$ cat src/rtl/mmio_out_fifo_pkg.sv
// Shared constants for the MMIO output port: default decode addresses, status byte layout and a
// helper that packs the status byte so every consumer agrees on bit positions.
package mmio_out_fifo_pkg;

  localparam logic [7:0] OutAddrDefault    = 8'hFF;
  localparam logic [7:0] StatusAddrDefault = 8'hFE;

  localparam int unsigned DataW  = 8;
  localparam int unsigned LevelW = 4;

  // Status byte bit positions.
  localparam int unsigned StOvfBit   = 7;
  localparam int unsigned StFullBit  = 6;
  localparam int unsigned StEmptyBit = 5;
  localparam int unsigned StLevelMsb = 3;
  localparam int unsigned StLevelLsb = 0;

  function automatic logic [7:0] status_byte(input logic ovf, input logic full,
                                             input logic empty, input logic [LevelW-1:0] lvl);
    logic [7:0] s;
    s = '0;
    s[StOvfBit]                 = ovf;
    s[StFullBit]                = full;
    s[StEmptyBit]               = empty;
    s[StLevelMsb:StLevelLsb]    = lvl;
    return s;
  endfunction

endpackage

$ cat src/rtl/mmio_out_fifo_if.sv
// Bus bundle for mmio_out_fifo.
//   CPU side : memWr, adr, writedata (driven by CPU), rd_data (combinational read-back)
//   Sink side: out_data, out_valid (from FIFO), out_ready (from sink)
// master = CPU/sink side, slave = the FIFO block.
interface mmio_out_fifo_if;
  import mmio_out_fifo_pkg::*;

  logic             memWr;
  logic [7:0]       adr;
  logic [DataW-1:0] writedata;
  logic [DataW-1:0] rd_data;
  logic [DataW-1:0] out_data;
  logic             out_valid;
  logic             out_ready;

  modport master (
    output memWr, adr, writedata, out_ready,
    input  rd_data, out_data, out_valid
  );

  modport slave (
    input  memWr, adr, writedata, out_ready,
    output rd_data, out_data, out_valid
  );

endinterface

$ cat src/rtl/mmio_out_fifo_sync_fifo.sv
// Depth x 8 synchronous FIFO with separately tracked occupancy.
//   clk_i, rst_ni : clock, async active-low reset
//   push_i/wdata_i: write request and data (ignored when full unless a pop coincides)
//   pop_i         : read request (ignored when empty)
//   rdata_o       : head entry, forced to 0 while empty
//   valid_o/full_o/level_o : occupancy status from the registered level
module mmio_out_fifo_sync_fifo
  import mmio_out_fifo_pkg::*;
#(
  parameter int unsigned Depth = 4
) (
  input  logic              clk_i,
  input  logic              rst_ni,
  input  logic              push_i,
  input  logic [DataW-1:0]  wdata_i,
  input  logic              pop_i,
  output logic [DataW-1:0]  rdata_o,
  output logic              valid_o,
  output logic              full_o,
  output logic [LevelW-1:0] level_o
);

  localparam int unsigned    PtrW     = $clog2(Depth);
  localparam logic [LevelW-1:0] DepthLvl = LevelW'(Depth);

  logic [DataW-1:0]  mem_q [Depth];
  logic [PtrW-1:0]   wr_ptr_q, wr_ptr_d;
  logic [PtrW-1:0]   rd_ptr_q, rd_ptr_d;
  logic [LevelW-1:0] level_q, level_d;
  logic              push_ok, pop_ok;

  assign valid_o = (level_q != '0);
  assign full_o  = (level_q == DepthLvl);
  assign level_o = level_q;
  assign rdata_o = valid_o ? mem_q[rd_ptr_q] : '0;

  assign pop_ok  = pop_i && valid_o;
  // A full FIFO still takes a push when the head leaves on the same edge.
  assign push_ok = push_i && (!full_o || pop_ok);

  always_comb begin
    wr_ptr_d = wr_ptr_q;
    rd_ptr_d = rd_ptr_q;
    level_d  = level_q;
    // Pointers are exactly log2(Depth) bits, so the increment wraps on its own.
    if (push_ok) wr_ptr_d = wr_ptr_q + PtrW'(1);
    if (pop_ok)  rd_ptr_d = rd_ptr_q + PtrW'(1);
    case ({push_ok, pop_ok})
      2'b10:   level_d = level_q + LevelW'(1);
      2'b01:   level_d = level_q - LevelW'(1);
      default: level_d = level_q;
    endcase
  end

  always_ff @(posedge clk_i or negedge rst_ni) begin
    if (!rst_ni) begin
      wr_ptr_q <= '0;
      rd_ptr_q <= '0;
      level_q  <= '0;
    end else begin
      wr_ptr_q <= wr_ptr_d;
      rd_ptr_q <= rd_ptr_d;
      level_q  <= level_d;
    end
  end

  // Storage needs no reset; rdata_o is masked while empty.
  always_ff @(posedge clk_i) begin
    if (push_ok) mem_q[wr_ptr_q] <= wdata_i;
  end

endmodule

$ cat src/rtl/mmio_out_fifo.sv
// Memory-mapped output port: CPU stores to OUT_ADDR are queued and drained to a sink over
// valid/ready; STATUS_ADDR reads the status byte and a store there clears the overflow flag.
//   clk, reset : clock, async active-low reset
//   bus        : CPU write bus, combinational rd_data, sink handshake (slave modport)
//   OUT        : last value accepted into the FIFO
//   full       : occupancy == DEPTH
//   overflow   : sticky, a push was dropped
//   level      : current occupancy
module mmio_out_fifo
  import mmio_out_fifo_pkg::*;
#(
  parameter int unsigned DEPTH       = 4,
  parameter logic [7:0]  OUT_ADDR    = OutAddrDefault,
  parameter logic [7:0]  STATUS_ADDR = StatusAddrDefault
) (
  input  logic              clk,
  input  logic              reset,
  mmio_out_fifo_if.slave    bus,
  output logic [DataW-1:0]  OUT,
  output logic              full,
  output logic              overflow,
  output logic [LevelW-1:0] level
);

  logic             push_req, clr_req, pop, push_ok, drop;
  logic [DataW-1:0] out_q, out_d;
  logic             ovf_q, ovf_d;

  assign push_req = bus.memWr && (bus.adr == OUT_ADDR);
  assign clr_req  = bus.memWr && (bus.adr == STATUS_ADDR);
  assign pop      = bus.out_valid && bus.out_ready;
  assign push_ok  = push_req && (!full || pop);
  assign drop     = push_req && full && !pop;

  mmio_out_fifo_sync_fifo #(
    .Depth (DEPTH)
  ) u_fifo (
    .clk_i   (clk),
    .rst_ni  (reset),
    .push_i  (push_ok),
    .wdata_i (bus.writedata),
    .pop_i   (pop),
    .rdata_o (bus.out_data),
    .valid_o (bus.out_valid),
    .full_o  (full),
    .level_o (level)
  );

  always_comb begin
    out_d = out_q;
    ovf_d = ovf_q;
    if (push_ok) out_d = bus.writedata;
    // Clear has priority over a dropped push on the same edge.
    if (clr_req)   ovf_d = 1'b0;
    else if (drop) ovf_d = 1'b1;
  end

  always_ff @(posedge clk or negedge reset) begin
    if (!reset) begin
      out_q <= '0;
      ovf_q <= 1'b0;
    end else begin
      out_q <= out_d;
      ovf_q <= ovf_d;
    end
  end

  assign OUT      = out_q;
  assign overflow = ovf_q;

  always_comb begin
    bus.rd_data = '0;
    if (bus.adr == STATUS_ADDR) begin
      bus.rd_data = status_byte(ovf_q, full, !bus.out_valid, level);
    end else if (bus.adr == OUT_ADDR) begin
      bus.rd_data = out_q;
    end
  end

endmodule

$ cat src/flat_wrapper.sv
// flat-port wrapper written by rule: the top's interface ports become plain ports
module mmio_out_fifo_flat import mmio_out_fifo_pkg::*;
#(
  parameter int unsigned DEPTH       = 4,
  parameter logic [7:0]  OUT_ADDR    = OutAddrDefault,
  parameter logic [7:0]  STATUS_ADDR = StatusAddrDefault
)
  (clk, reset, OUT, full, overflow, level, bus_memWr, bus_adr, bus_writedata, bus_out_ready, bus_rd_data, bus_out_data, bus_out_valid);
  mmio_out_fifo_if bus_i ();
  input  logic clk;
  input  logic reset;
  output logic [DataW-1:0] OUT;
  output logic full;
  output logic overflow;
  output logic [LevelW-1:0] level;
  input wire logic [$bits(bus_i.memWr)-1:0] bus_memWr;
  input wire logic [$bits(bus_i.adr)-1:0] bus_adr;
  input wire logic [$bits(bus_i.writedata)-1:0] bus_writedata;
  input wire logic [$bits(bus_i.out_ready)-1:0] bus_out_ready;
  output wire logic [$bits(bus_i.rd_data)-1:0] bus_rd_data;
  output wire logic [$bits(bus_i.out_data)-1:0] bus_out_data;
  output wire logic [$bits(bus_i.out_valid)-1:0] bus_out_valid;
  assign bus_i.memWr = bus_memWr;
  assign bus_i.adr = bus_adr;
  assign bus_i.writedata = bus_writedata;
  assign bus_i.out_ready = bus_out_ready;
  assign bus_rd_data = bus_i.rd_data;
  assign bus_out_data = bus_i.out_data;
  assign bus_out_valid = bus_i.out_valid;
  mmio_out_fifo #(.DEPTH(DEPTH), .OUT_ADDR(OUT_ADDR), .STATUS_ADDR(STATUS_ADDR)) u_core (.clk(clk), .reset(reset), .bus(bus_i), .OUT(OUT), .full(full), .overflow(overflow), .level(level));
endmodule
$ cat config.mk
export PLATFORM = sky130hd
export DESIGN_NAME = mmio_out_fifo_flat
export DESIGN_NICKNAME = d
export VERILOG_FILES = /design/src/rtl/mmio_out_fifo_pkg.sv /design/src/rtl/mmio_out_fifo_if.sv /design/src/rtl/mmio_out_fifo_sync_fifo.sv /design/src/rtl/mmio_out_fifo.sv /design/src/flat_wrapper.sv
export SDC_FILE = /design/constraint.sdc
export NUM_CORES = 1
export LEC_CHECK = 0
export CAP_MARGIN = 25
export CELL_PAD_IN_SITES_DETAIL_PLACEMENT = 0
export CELL_PAD_IN_SITES_GLOBAL_PLACEMENT = 1
export CORE_MARGIN = 8
export CORE_UTILIZATION = 35
export CTS_CLUSTER_DIAMETER = 80
export CTS_CLUSTER_SIZE = 8
export DETAILED_ROUTE_END_ITERATION = 10
export GPL_TIMING_DRIVEN = 0
export PLACE_DENSITY_LB_ADDON = 0.1
export SLEW_MARGIN = 0
export SYNTH_ARGS = -nofsm -noshare
export SYNTH_HDL_FRONTEND = slang
export SYNTH_SLANG_ARGS = --single-unit
export TNS_END_PERCENT = 1
$ cat constraint.sdc
create_clock -name clk -period 3.3 [get_ports clk]
set_clock_uncertainty 0.05 [all_clocks]
set_input_delay 0.99 -clock clk [delete_from_list [all_inputs] [get_ports clk]]
set_output_delay 0.99 -clock clk [all_outputs]
set_load 0.005 [all_outputs]
# Word-level counts from Yosys, hierarchy flattened
# Memory sizes are Yosys's and may differ from the RTL's.
# Cells that the tools add are included.
# word_totals
output_inout_bits,31
regBits,17
ram_bits,32
inputBits,20
n_memories,1
# mem_list
memory,depth,width,rd,rd_ports_with_merged_regs,wr,line_no,rtl
u_core.u_fifo.mem_q,4,8,1,0,1,mmio_out_fifo_sync_fifo.sv:26,logic [DataW-1:0] mem_q [Depth];
# op_classes
n_eq_ne,5
muxes,8
addsub,4
n_reduce_logical,16
# op_table
operator,count
8-bit two-way mux,3
"8-bit == test, second input constant",2
1-bit logical AND,8
4-bit case mux with 2 select lines,1
"2-bit by 1-bit adder with 2-bit output, second input constant",2
"4-bit by 1-bit adder with 4-bit output, second input constant",1
"4-bit by 3-bit == test with 1-bit output, second input constant",1
1-bit two-way mux,4
2-bit nonzero test,2
4-bit nonzero test,1
"4-bit by 1-bit subtractor with 4-bit output, second input constant",1
1-bit zero test,3
"2-bit by 1-bit == test with 1-bit output, second input constant",1
"2-bit == test, second input constant",1
1-bit logical OR,2

# Depth between registers and ports, before layout
# depth
ltp_word,7
mapped_depth,14
depth_no_buf,11

# By module
# Synthesis repeated with hierarchy kept, for this count alone.
# hier_totals
hier_cells,136
area_unflattened_um2,2209.6
# by_module_without_submodules
module,area_per_inst_um2,cells_each,n_inst
mmio_out_fifo_sync_fifo,1722.9,99,1
mmio_out_fifo,486.7,37,1

# Worst setup path after synthesis
# Ideal clock, no wire load.
# synth_timing
path_type,input to register
startpoint,input port bus_adr[1]
endpoint,register u_core.u_fifo.level_q[2] (netlist: u_core.u_fifo.level_o[2])
slack_ns,0.050
t_arrival_ns,3.070
cell_stages,13
setup_ns,0.130
cell_sequence,nand4_1 -> nor3_2 -> and3_1 -> buf_6 -> buf_8 -> inv_1 -> ha_1 -> xor2_1 -> ha_1 -> a21oi_1 -> xor2_1 -> nor2_1 -> xor2_1
# synth_via
elab_chain_len,6
# synth_lines
element,line_no,rtl
start: declaration,flat_wrapper.sv:17,input wire logic [$bits(bus_i.adr)-1:0] bus_adr;
8-bit == test (*),mmio_out_fifo.sv:29,assign push_req = bus.memWr && (bus.adr == OUT_ADDR);
1-bit logical AND (*),mmio_out_fifo.sv:29,
1-bit logical AND (*),mmio_out_fifo.sv:32,assign push_ok = push_req && (!full || pop);
1-bit logical AND (*),mmio_out_fifo_sync_fifo.sv:39,assign push_ok = push_i && (!full_o || pop_ok);
2-bit by 1-bit == test with 1-bit output / 2-bit == test (equally long branches),mmio_out_fifo_sync_fifo.sv:48,"case ({push_ok, pop_ok})"
4-bit case mux with 2 select lines / 2-bit nonzero test (equally long branches),n/a,
end signal: assignment,mmio_out_fifo_sync_fifo.sv:63,level_q <= level_d;
end: declaration,mmio_out_fifo_sync_fifo.sv:29,"logic [LevelW-1:0] level_q, level_d;"
# Every way passes the cells marked *; elsewhere a longest branch is shown, timed or not.
# A chain may end at the register's enable or synchronous reset.

# Worst setup path after layout
# layout_timing
startpoint,input port bus_adr[1]
endpoint,output port bus_rd_data[2]
# layout_via
elab_chain_len,3
# layout_lines
element,line_no,rtl
8-bit == test,mmio_out_fifo.sv:75,end else if (bus.adr == OUT_ADDR) begin
8-bit two-way mux,mmio_out_fifo.sv:75,
8-bit two-way mux (*),mmio_out_fifo.sv:73,if (bus.adr == STATUS_ADDR) begin
end: declaration,flat_wrapper.sv:20,output wire logic [$bits(bus_i.rd_data)-1:0] bus_rd_data;
# Marks and branches as above.

==> qor.yml <==
status:
  status: "complete, no violations"
sta:
  worst_pin_slew_ns: 0.8857
  min_period_ns: 3.237
  fin_crit_sh_pct: 98.09
  drv_slew: 0
  setup_viol: 0
  final.setup.worst_slack_ns: 0.06302
  relSlewSlack_pct: 40.77
  hold_viol: 0
  holdWs_ns: 0.4938
  max_freq_mhz: 308.9
  grt_setup_unrepaired: "yes"
placed_design:
  gp_congestion: 0.7233
  dp_cells: 262
  io_buffers: 50
  place_ws_ns: -0.8732
  post-dp-hpwl_um: 3555
detailed_routing:
  dr.pass1.iters: 5
  first_iter_violations: 33
  drtAntennaViolNets: 0
  viasPerCell: 4.905
  wl_um: 4854
  route.detailed.drc: 0
  vias: 1344
  wl_per_cell_um: 17.72
clock_tree:
  cts_made_buffers: 5
  tritoncts: "done"
  clock_latency_ns: 0.30
  cts-root-buf: "clkbuf_8"
  path_clk_slew_ns: 0.09
  cts_max_level: 2
  clock_path_buffers: 2
  clock_sinks: 49
power_and_ir_drop:
  p_leak_uw: 0.001147
  power_density_mw_per_mm2: 602.2
  peakVddDrop_v: 0.0004612
  totalPowerFinal_uw: 1783
final_layout:
  multi_input_area_um2: 800.8
  stdcell_count: 274
  area.sequential_mm2: 0.001386
  fill_cells: 588
  fin_util_pct: 47.45
  nets: 223
  drive_gt1_share_pct: 25.89
  syn_to_final_growth_pct: 33.73
  layout_commonest_cell: "clkdlybuf4s50_1"
  layout_common_cells: "34 x clkdlybuf4s50_1, 32 x edfxtp_1, 17 x dfrtp_1"
  diodes: 0
worst_setup_path:
  path_cells: "dlygate4sd2_1, nand4_1, nor3_4, buf_12, buf_6, a22o_1, buf_2"
  cp.arrival_ns: 2.20
  path_buf_inv: 4
  critPathTopFamily: "buffers and inverters"
  cp_max_fo: 5
  crit_required_ns: 2.26
  r2r_slack_ns: 0.76
  r2r_end: "u_core.u_fifo.level_o[2]"
  r2r_start: "u_core.u_fifo.level_o[0]"
  worst-setup-path-type: "in -> out"
  max_stage_delay_ns: 0.29
  crit_path_start_kind: "primary input"
  slowest_stage: "nor3_4"
  crit_start: "bus_adr[1]"
  end_kind: "output pin"
  reg2reg_depth: 13
global_routing:
  antenna_found_initial: 0
  grt_pass1_vias: 1525
  gr-total-overflow: 0
  grt_pass1_wl_um: 7948
  grt_use_total_pct: 11.43
  grt_max_degree: 18
floorplanning:
  core_mm2: 0.006241
  chipWidth_um: 95.55
  rows: 29
  die_area_mm2: 0.009129
  pin_count: 51
  die_y_um: 95.55
  start_util_pct: 35.49
min_path:
  hold_end: "u_core.OUT[4]"
  whs_path_depth: 1
  min-delay-start: "u_core.OUT[4]"
  hold_path.class: "reg -> reg"
synthesis:
  ys_types: 32
  syn-instance-count: 135
  yosys_warnings: 0
  postSynthNetCount: 162
  yosysSeqAreaShare_pct: 62.60
  syn_area_mm2: 0.002215
  syn_area_per_cell_um2: 16.40
  ys_ff_latch: 49
run:
  cap_violations: 0
-- sequential cells by signal, summed over array words and instances (netlist names) --
signal	cells
u_core.u_fifo.rd_ptr_q	2
u_core.OUT	8
u_core.u_fifo.level_o	4
u_core.u_fifo.wr_ptr_q	2
u_core.u_fifo.mem_q	32
u_core.overflow	1
-- synth_stat cells (all sizes together) --
cell type	count	share of area, %
ha	7	4.0
nor4b	1	1.1
xnor2	3	1.2
dfrtp	17	19
mux2	10	5.8
nand2	2	0.34
nand3	1	0.23
nor4	1	0.28
clkbuf	2	0.40
xor2	5	2.0
nor2	3	0.51
a21oi	3	0.68
and3	1	0.28
nor3	2	0.68
a41oi	2	0.79
buf	4	1.9
nand3b	1	0.34
nand2b	1	0.28
mux4	8	8.1
and2	13	3.7
a211o	1	0.45
nand4	1	0.28
inv	6	1.0
a22o	7	2.8
edfxtp	32	43
nor3b	1	0.34
-- what timing repair did --
item,in CTS,in global routing
endpoints found under the setup margin,11,16
resized for setup,38,5
setup buffers,5,0
hold buffers,0,0
pin swaps,5,3
-- layout make-up --
type,count,area share (%)
well taps,77,3.253
repair buffers,55,17.87
plain buffers,5,1.225
clock buffers,5,2.324
clock inverters,3,0.7182
multi-input cells,74,27.04
flip-flops and latches,49,46.81
inverters,6,0.7605
-- per-stage QoR --
step	TNS, ns	area [µm²]
3_3_place_gp	-14.09	2811
4_1_cts	0	2955
6_report	0	2962
5_1_grt	-0.02375	2962
3_5_place_dp	-15.48	2811
2_1_floorplan	0	2215
-- per-layer routing --
| metal | GRT usage, % | wire, µm | vias to the layer above |
|---|---|---|---|
| li1 | - | - | 626 |
| met1 | 14.31 | 2270 | 667 |
| met3 | 4.094 | 353 | 5 |
| met5 | 0 | 0 | - |
| met2 | 18.11 | 2178 | 46 |
| met4 | 3.457 | 51 | 0 |
-- cells by family after synthesis --
group                    synth area share [%]
XOR/XNOR                                3.164
AND/OR/NAND/NOR                         8.362
AO/OA/AOI/OAI                           4.689
multiplexers                            13.90
adder cells (fa/ha/maj)                 3.955
flip-flops                              62.60
buffers and inverters                   3.332
-- worst max-delay path by stage --
stage	end	slack, ns	cells past startpoint
after floorplan	u_core.u_fifo.level_o[2]	0.05	13
after global placement	bus_rd_data[2]	-0.85	5
after detailed placement	bus_rd_data[2]	-0.87	5
after CTS	bus_rd_data[2]	0.006	7
after global routing	bus_rd_data[2]	-0.02	7
final	bus_rd_data[2]	0.06	7
-- worst register-to-register path, delay by kind of cell, from the launching register on --
family          cells  cell delay (ns)
simple gates        4             0.66
fa+ha+maj           2             0.44
flops               1             0.41
buf+inv             3             0.38
xor+xnor            3             0.37
compound gates      1             0.13
-- report_power, final --
group	internal, µW	total [µW]	switching [µW]
Sequential	702	753	50.6
Combinational	405	674	269
Clock	151	357	206
Total	1260	1780	526
Note: power is estimated with default switching activity, not from simulation.
==> variant 1, RTL diff (same settings) <==
`DEPTH` is set to 4 in 2 places; all go to 16.
--- a/src/rtl/mmio_out_fifo.sv
+++ b/src/rtl/mmio_out_fifo.sv
@@ -11,3 +11,3 @@
 #(
-  parameter int unsigned DEPTH       = 4,
+  parameter int unsigned DEPTH       = 16,
   parameter logic [7:0]  OUT_ADDR    = OutAddrDefault,
--- a/src/flat_wrapper.sv
+++ b/src/flat_wrapper.sv
@@ -3,3 +3,3 @@
 #(
-  parameter int unsigned DEPTH       = 4,
+  parameter int unsigned DEPTH       = 16,
   parameter logic [7:0]  OUT_ADDR    = OutAddrDefault,
Check against the original RTL: not equivalent (a bounded check fails within 4 cycles, from zero or initial values and one cycle with reset low).
==> variant 1 against the original RTL <==
Routed wire length rose to 3.0 times the old value. Sequential cell count rose by 100. Die area rose by 140%. Worst setup slack got worse by 0.061 ns. Area after synthesis rose to 2.8 times the old value. Cell area rose to 2.6 times the old value. Register-to-register slack got worse by 0.31 ns. Total power rose by 120%. Largest power group unchanged.
==> variant 1: results (changes against the original RTL) <==
stage,metric,value,unit,change
status,status,completed,,
placement,placed cell area,6932,µm²,+150%
placement,Final Wtd Congestion,0.6863,,-5.1%
finish,fraction of area in multi-input gates,22.49,%,-4.6 points
synth,Synth Area in Compound Gates,4.162,%,-0.53 points
placement,Placement Setup Slack,-1.056,ns,-0.1832 ns
critical_path,worst path arrival time,2.26,ns,+0.06 ns
finish,nets,437,,+96%
finish,buffering overhead,9.598,%,-9.5 points
placement,# placed instances,601,,+130%
finish,clkbuf count,17,,+12
synth,Cells after Synth,324,,+140%
synth,async set-or-reset flop fraction in the synthesized netlist,14.09,%,-21 points
routing,Initial DRC Count,212,,+540%
critical_path,"CP delay by family, top",simple AND/OR/NAND/NOR gates,,
routing,DR vias/cell,5.022,,+2.4%
finish,multi-input gates,153,,+110%
clock_network,clk_lat worst skew,0.42,ns,+0.12 ns
clock_network,CTS Sinks,149,,+200%
pwr,Max VDD drop,0.3553,mV,-23%
synth,mux cell area share after synthesis,14.56,%,+0.66 points
synth,post-synthesis cell area,6103,µm²,+180%
finish,fillcell total,1567,,+170%
clock_network,CTS Root Buffer Type,clkbuf_16,,
synth,sequential element share of the synthesized area,71.59,%,+9.0 points
routing,Total Routed Length,14690,µm,+200%
pwr,Leak,0.002647,µW,+130%
critical_path,Worst path slowest cell,or4_4,,
routing,first drt pass iteration count,4,,-1
routing,WL met1,6858,µm,+200%
finish,Largest register FFs,128,,+300%
finish,inverter count,5,,-1
finish,Multi-input gate area,1735,µm²,+120%
critical_path,Crit path largest cell delay,0.59,ns,+0.30 ns
clock_network,# Post-CTS Setup Buffers,11,,+6
grt,overall routing resource usage,14.16,%,+2.7 points
[variant 1: power by group]
part | total [µW] | switching, µW | internal, µW
Combinational | 64.3 | 42.0 | 22.3
Clock | 1840 | 744 | 1100
Sequential | 2050 | 0.858 | 2050
[variant 1: routing by layer]
layer  track usage, %  up-vias
met2            22.69       54
met4            4.589        0
met3            3.464       16
met5                0        -
li1                 -     1480
met1            18.56     1699
[variant 1: worst paths after layout]
path / from / end / slack [ns] / depth (start not counted)
worst max register to register: u_core.u_fifo.level_o[1] / u_core.u_fifo.level_o[2] / 0.45 / 12
worst max-delay path: u_core.u_fifo.level_o[1] / bus_out_data[0] / 0.002 / 6
worst min register to register: u_core.u_fifo.level_o[3] / u_core.u_fifo.level_o[3] / 0.44 / 1
min in group asynchronous: reset / u_core.OUT[2] / 0.89 / 1
max in group asynchronous: reset / u_core.u_fifo.rd_ptr_q[1] / 1.82 / 2
worst min-delay path: u_core.u_fifo.level_o[3] / u_core.u_fifo.level_o[3] / 0.44 / 1
==> variant 2, RTL diff (same flow settings) <==
Made on the original files. Put a register stage on the output `level`, cleared by the reset. The value now appears one clock later. The other outputs are not delayed to match. Comments in the files are not updated.
--- a/src/rtl/mmio_out_fifo.sv
+++ b/src/rtl/mmio_out_fifo.sv
@@ -24,2 +24,4 @@
 
+  logic [LevelW-1:0] level_c;
+
   logic             push_req, clr_req, pop, push_ok, drop;
@@ -45,3 +47,3 @@
     .full_o  (full),
-    .level_o (level)
+    .level_o (level_c)
   );
@@ -73,3 +75,3 @@
     if (bus.adr == STATUS_ADDR) begin
-      bus.rd_data = status_byte(ovf_q, full, !bus.out_valid, level);
+      bus.rd_data = status_byte(ovf_q, full, !bus.out_valid, level_c);
     end else if (bus.adr == OUT_ADDR) begin
@@ -79,2 +81,10 @@
 
+  always_ff @(posedge clk or negedge reset) begin
+    if (!reset) begin
+      level <= '0;
+    end else begin
+      level <= level_c;
+    end
+  end
+
 endmodule
Function: changed (Yosys sat finds a counterexample within 4 cycles, from zero or initial values and one cycle with reset low).
==> variant 2 against the original RTL <==
Cell area rose by 6.2%. Sequential cell count rose by 4. Routed wire length rose by 6.8%. Utilization rose by 1.8 points. Die area rose by 3.8%. Area after synthesis rose by 4.5%. Total power rose by 9.4%. Register-to-register slack got worse by 0.17 ns. Worst setup slack improved by 0.015 ns. Largest cell class unchanged.
==> variant 2: results (changes against the original RTL) <==
stage,metric,value,unit,change
synth,Synth Area in Adders,3.784,%,-0.17 points
routing,WL per Instance,18.20,µm,+2.7%
critical_path,Crit Path Max Fanout,4,,-1
critical_path,CP startpoint,bus_adr[1],,
routing,Initial DRC Count,37,,+12%
synth,Syn Area/Cell,16.65,µm²,+1.5%
synth,yosys warns,0,,unchanged
routing,DR vias/cell,4.814,,-1.9%
synth,most frequent cell after synthesis,edfxtp_1,,
status,status,completed,,
synth,Post-synth EDFFs,32,,unchanged
pwr,internal power,1408,µW,+12%
critical_path,Crit path largest cell delay,0.25,ns,-0.04 ns
grt,first-pass GRT wire length,8411,µm,+5.8%
sta,Fin Hold WS,0.3651,ns,-0.1286 ns
routing,first drt pass iteration count,4,,-1
critical_path,reg2reg end,u_core.u_fifo.level_o[2],,
finish,Inserted Diodes,0,,unchanged
clock_network,htree depth,2,,unchanged
finish,share of cells above drive strength 1,27.88,%,+2.0 points
routing,Vias,1372,,+2.1%
critical_path,R2R setup slack,0.59,ns,-0.17 ns
synth,Mapped Nets,166,,+2.5%
worst_hold_path,min-delay src,u_core.u_fifo.level_o[1],,
grt,overall routing resource usage,11.14,%,-0.29 points
worst_hold_path,WHS Endpoint,u_core.level[1],,
placement,Final Wtd Congestion,0.7547,,+4.3%
clock_network,clk_lat worst skew,0.30,ns,about the same
synth,Synth top cells by count,"edfxtp_1, dfrtp_1, and2_1, mux4_2",,
clock_network,CTS max path bufs,2,,unchanged
critical_path,worst path arrival time,2.18,ns,-0.02 ns
finish,nets,234,,+4.9%
synth,sequential element share of the synthesized area,64.22,%,+1.6 points
critical_path,"CP delay by family, top",buffers and inverters,,
placement,# placed instances,266,,+1.5%
critical_path,Critical Path Sink,bus_rd_data[5],,
synth,share of the synthesized area in the top cell type,41.51,%,-1.9 points
synth,synth top area cells,"edfxtp_1, dfrtp_1, mux4_2",,
synth,Synth Area in XOR/XNOR,3.027,%,-0.14 points
synth,Synth Area in Compound Gates,4.486,%,-0.20 points
sta,worst slew pin tran,0.5881,ns,-0.2976 ns
worst_hold_path,hold path depth,0,,-1
pwr,Leak,0.001237,µW,+7.8%
routing,Post-DRT Antenna Nets,0,,unchanged
synth,mux cell area share after synthesis,13.30,%,-0.60 points
critical_path,Reg2Reg Depth,14,,+1
clock_network,CTS buffer count,5,,unchanged
critical_path,Worst path slowest cell,nor3_4,,
finish,Largest register FFs,32,,unchanged
grt,pin count of the biggest net entering global routing,22,,+4
critical_path,launching point of the worst reg2reg path,u_core.u_fifo.level_o[0],,
grt,vias in the first global route,1555,,+2.0%
pwr,Max VDD drop,0.3348,mV,-27%
placement,DP HPWL,3677,µm,+3.4%
synth,async set-or-reset flop fraction in the synthesized netlist,39.62,%,+4.9 points
grt,initial antenna violation count,0,,unchanged
placement,placed cell area,2912,µm²,+3.6%
placement,IO buf count,50,,unchanged
-- variant 2: cell types whose count changed after synthesis --
cell	before	now
dfrtp_1	17	21
-- variant 2: repair_timing --
item	in CTS	in global routing
pin swaps	8	3
buffers inserted	8	2
resized for setup	48	5
setup endpoints to repair	43	9
-- variant 2: stage by stage --
stage               power (µW)  setup TNS [ns]  util [%]  setup WS, ns
floorplan                 1205               0         -       0.05184
global placement          1508          -18.06     45.59       -0.9619
detailed placement        1519          -21.01     45.59        -1.017
CTS                       1971               0     48.39       0.06560
global route              2058      -0.0003819     49.24    -0.0003819
finish                    1950               0     49.24       0.07810
-- variant 2: worst register-to-register path: stages (launching register included) --
cell,delay (ns)
dfrtp_1,0.41
clkbuf_2,0.19
nor4b_4,0.36
nand2_1,0.08
and3_1,0.19
buf_6,0.14
buf_8,0.14
inv_1,0.12
ha_4,0.19
xor2_1,0.07
ha_1,0.17
a21oi_1,0.14
xor2_1,0.15
nor2_1,0.06
xor2_1,0.14
-- variant 2: area by class of cell --
type	instances	area, µm²
clock inverter	3	46.29
sequential	53	1486
multi-input combinational	74	795.8
tap	77	96.34
timing repair buffer	61	576.8
inverter	6	22.52
fill	577	3242
buffer	6	51.30
clock buffer	5	68.82
-- variant 2: routing by layer --
metal | part of all wire [%] | vias up | track usage, %
li1 | - | 654 | -
met2 | 51 | 35 | 19.74
met5 | 0 | - | 0
met1 | 42 | 679 | 12.21
met3 | 6.1 | 4 | 4.196
met4 | 0.79 | 0 | 2.797
-- variant 2: power by group through the flow --
| stage | combinational (µW) | clock, µW | sequential, µW |
|---|---|---|---|
| after floorplan | 369 | 0 | 836 |
| after global placement | 668 | 0 | 840 |
| after detailed placement | 676 | 0 | 843 |
| after CTS | 682 | 459 | 830 |
| after global routing | 735 | 482 | 840 |
| final | 672 | 450 | 829 |
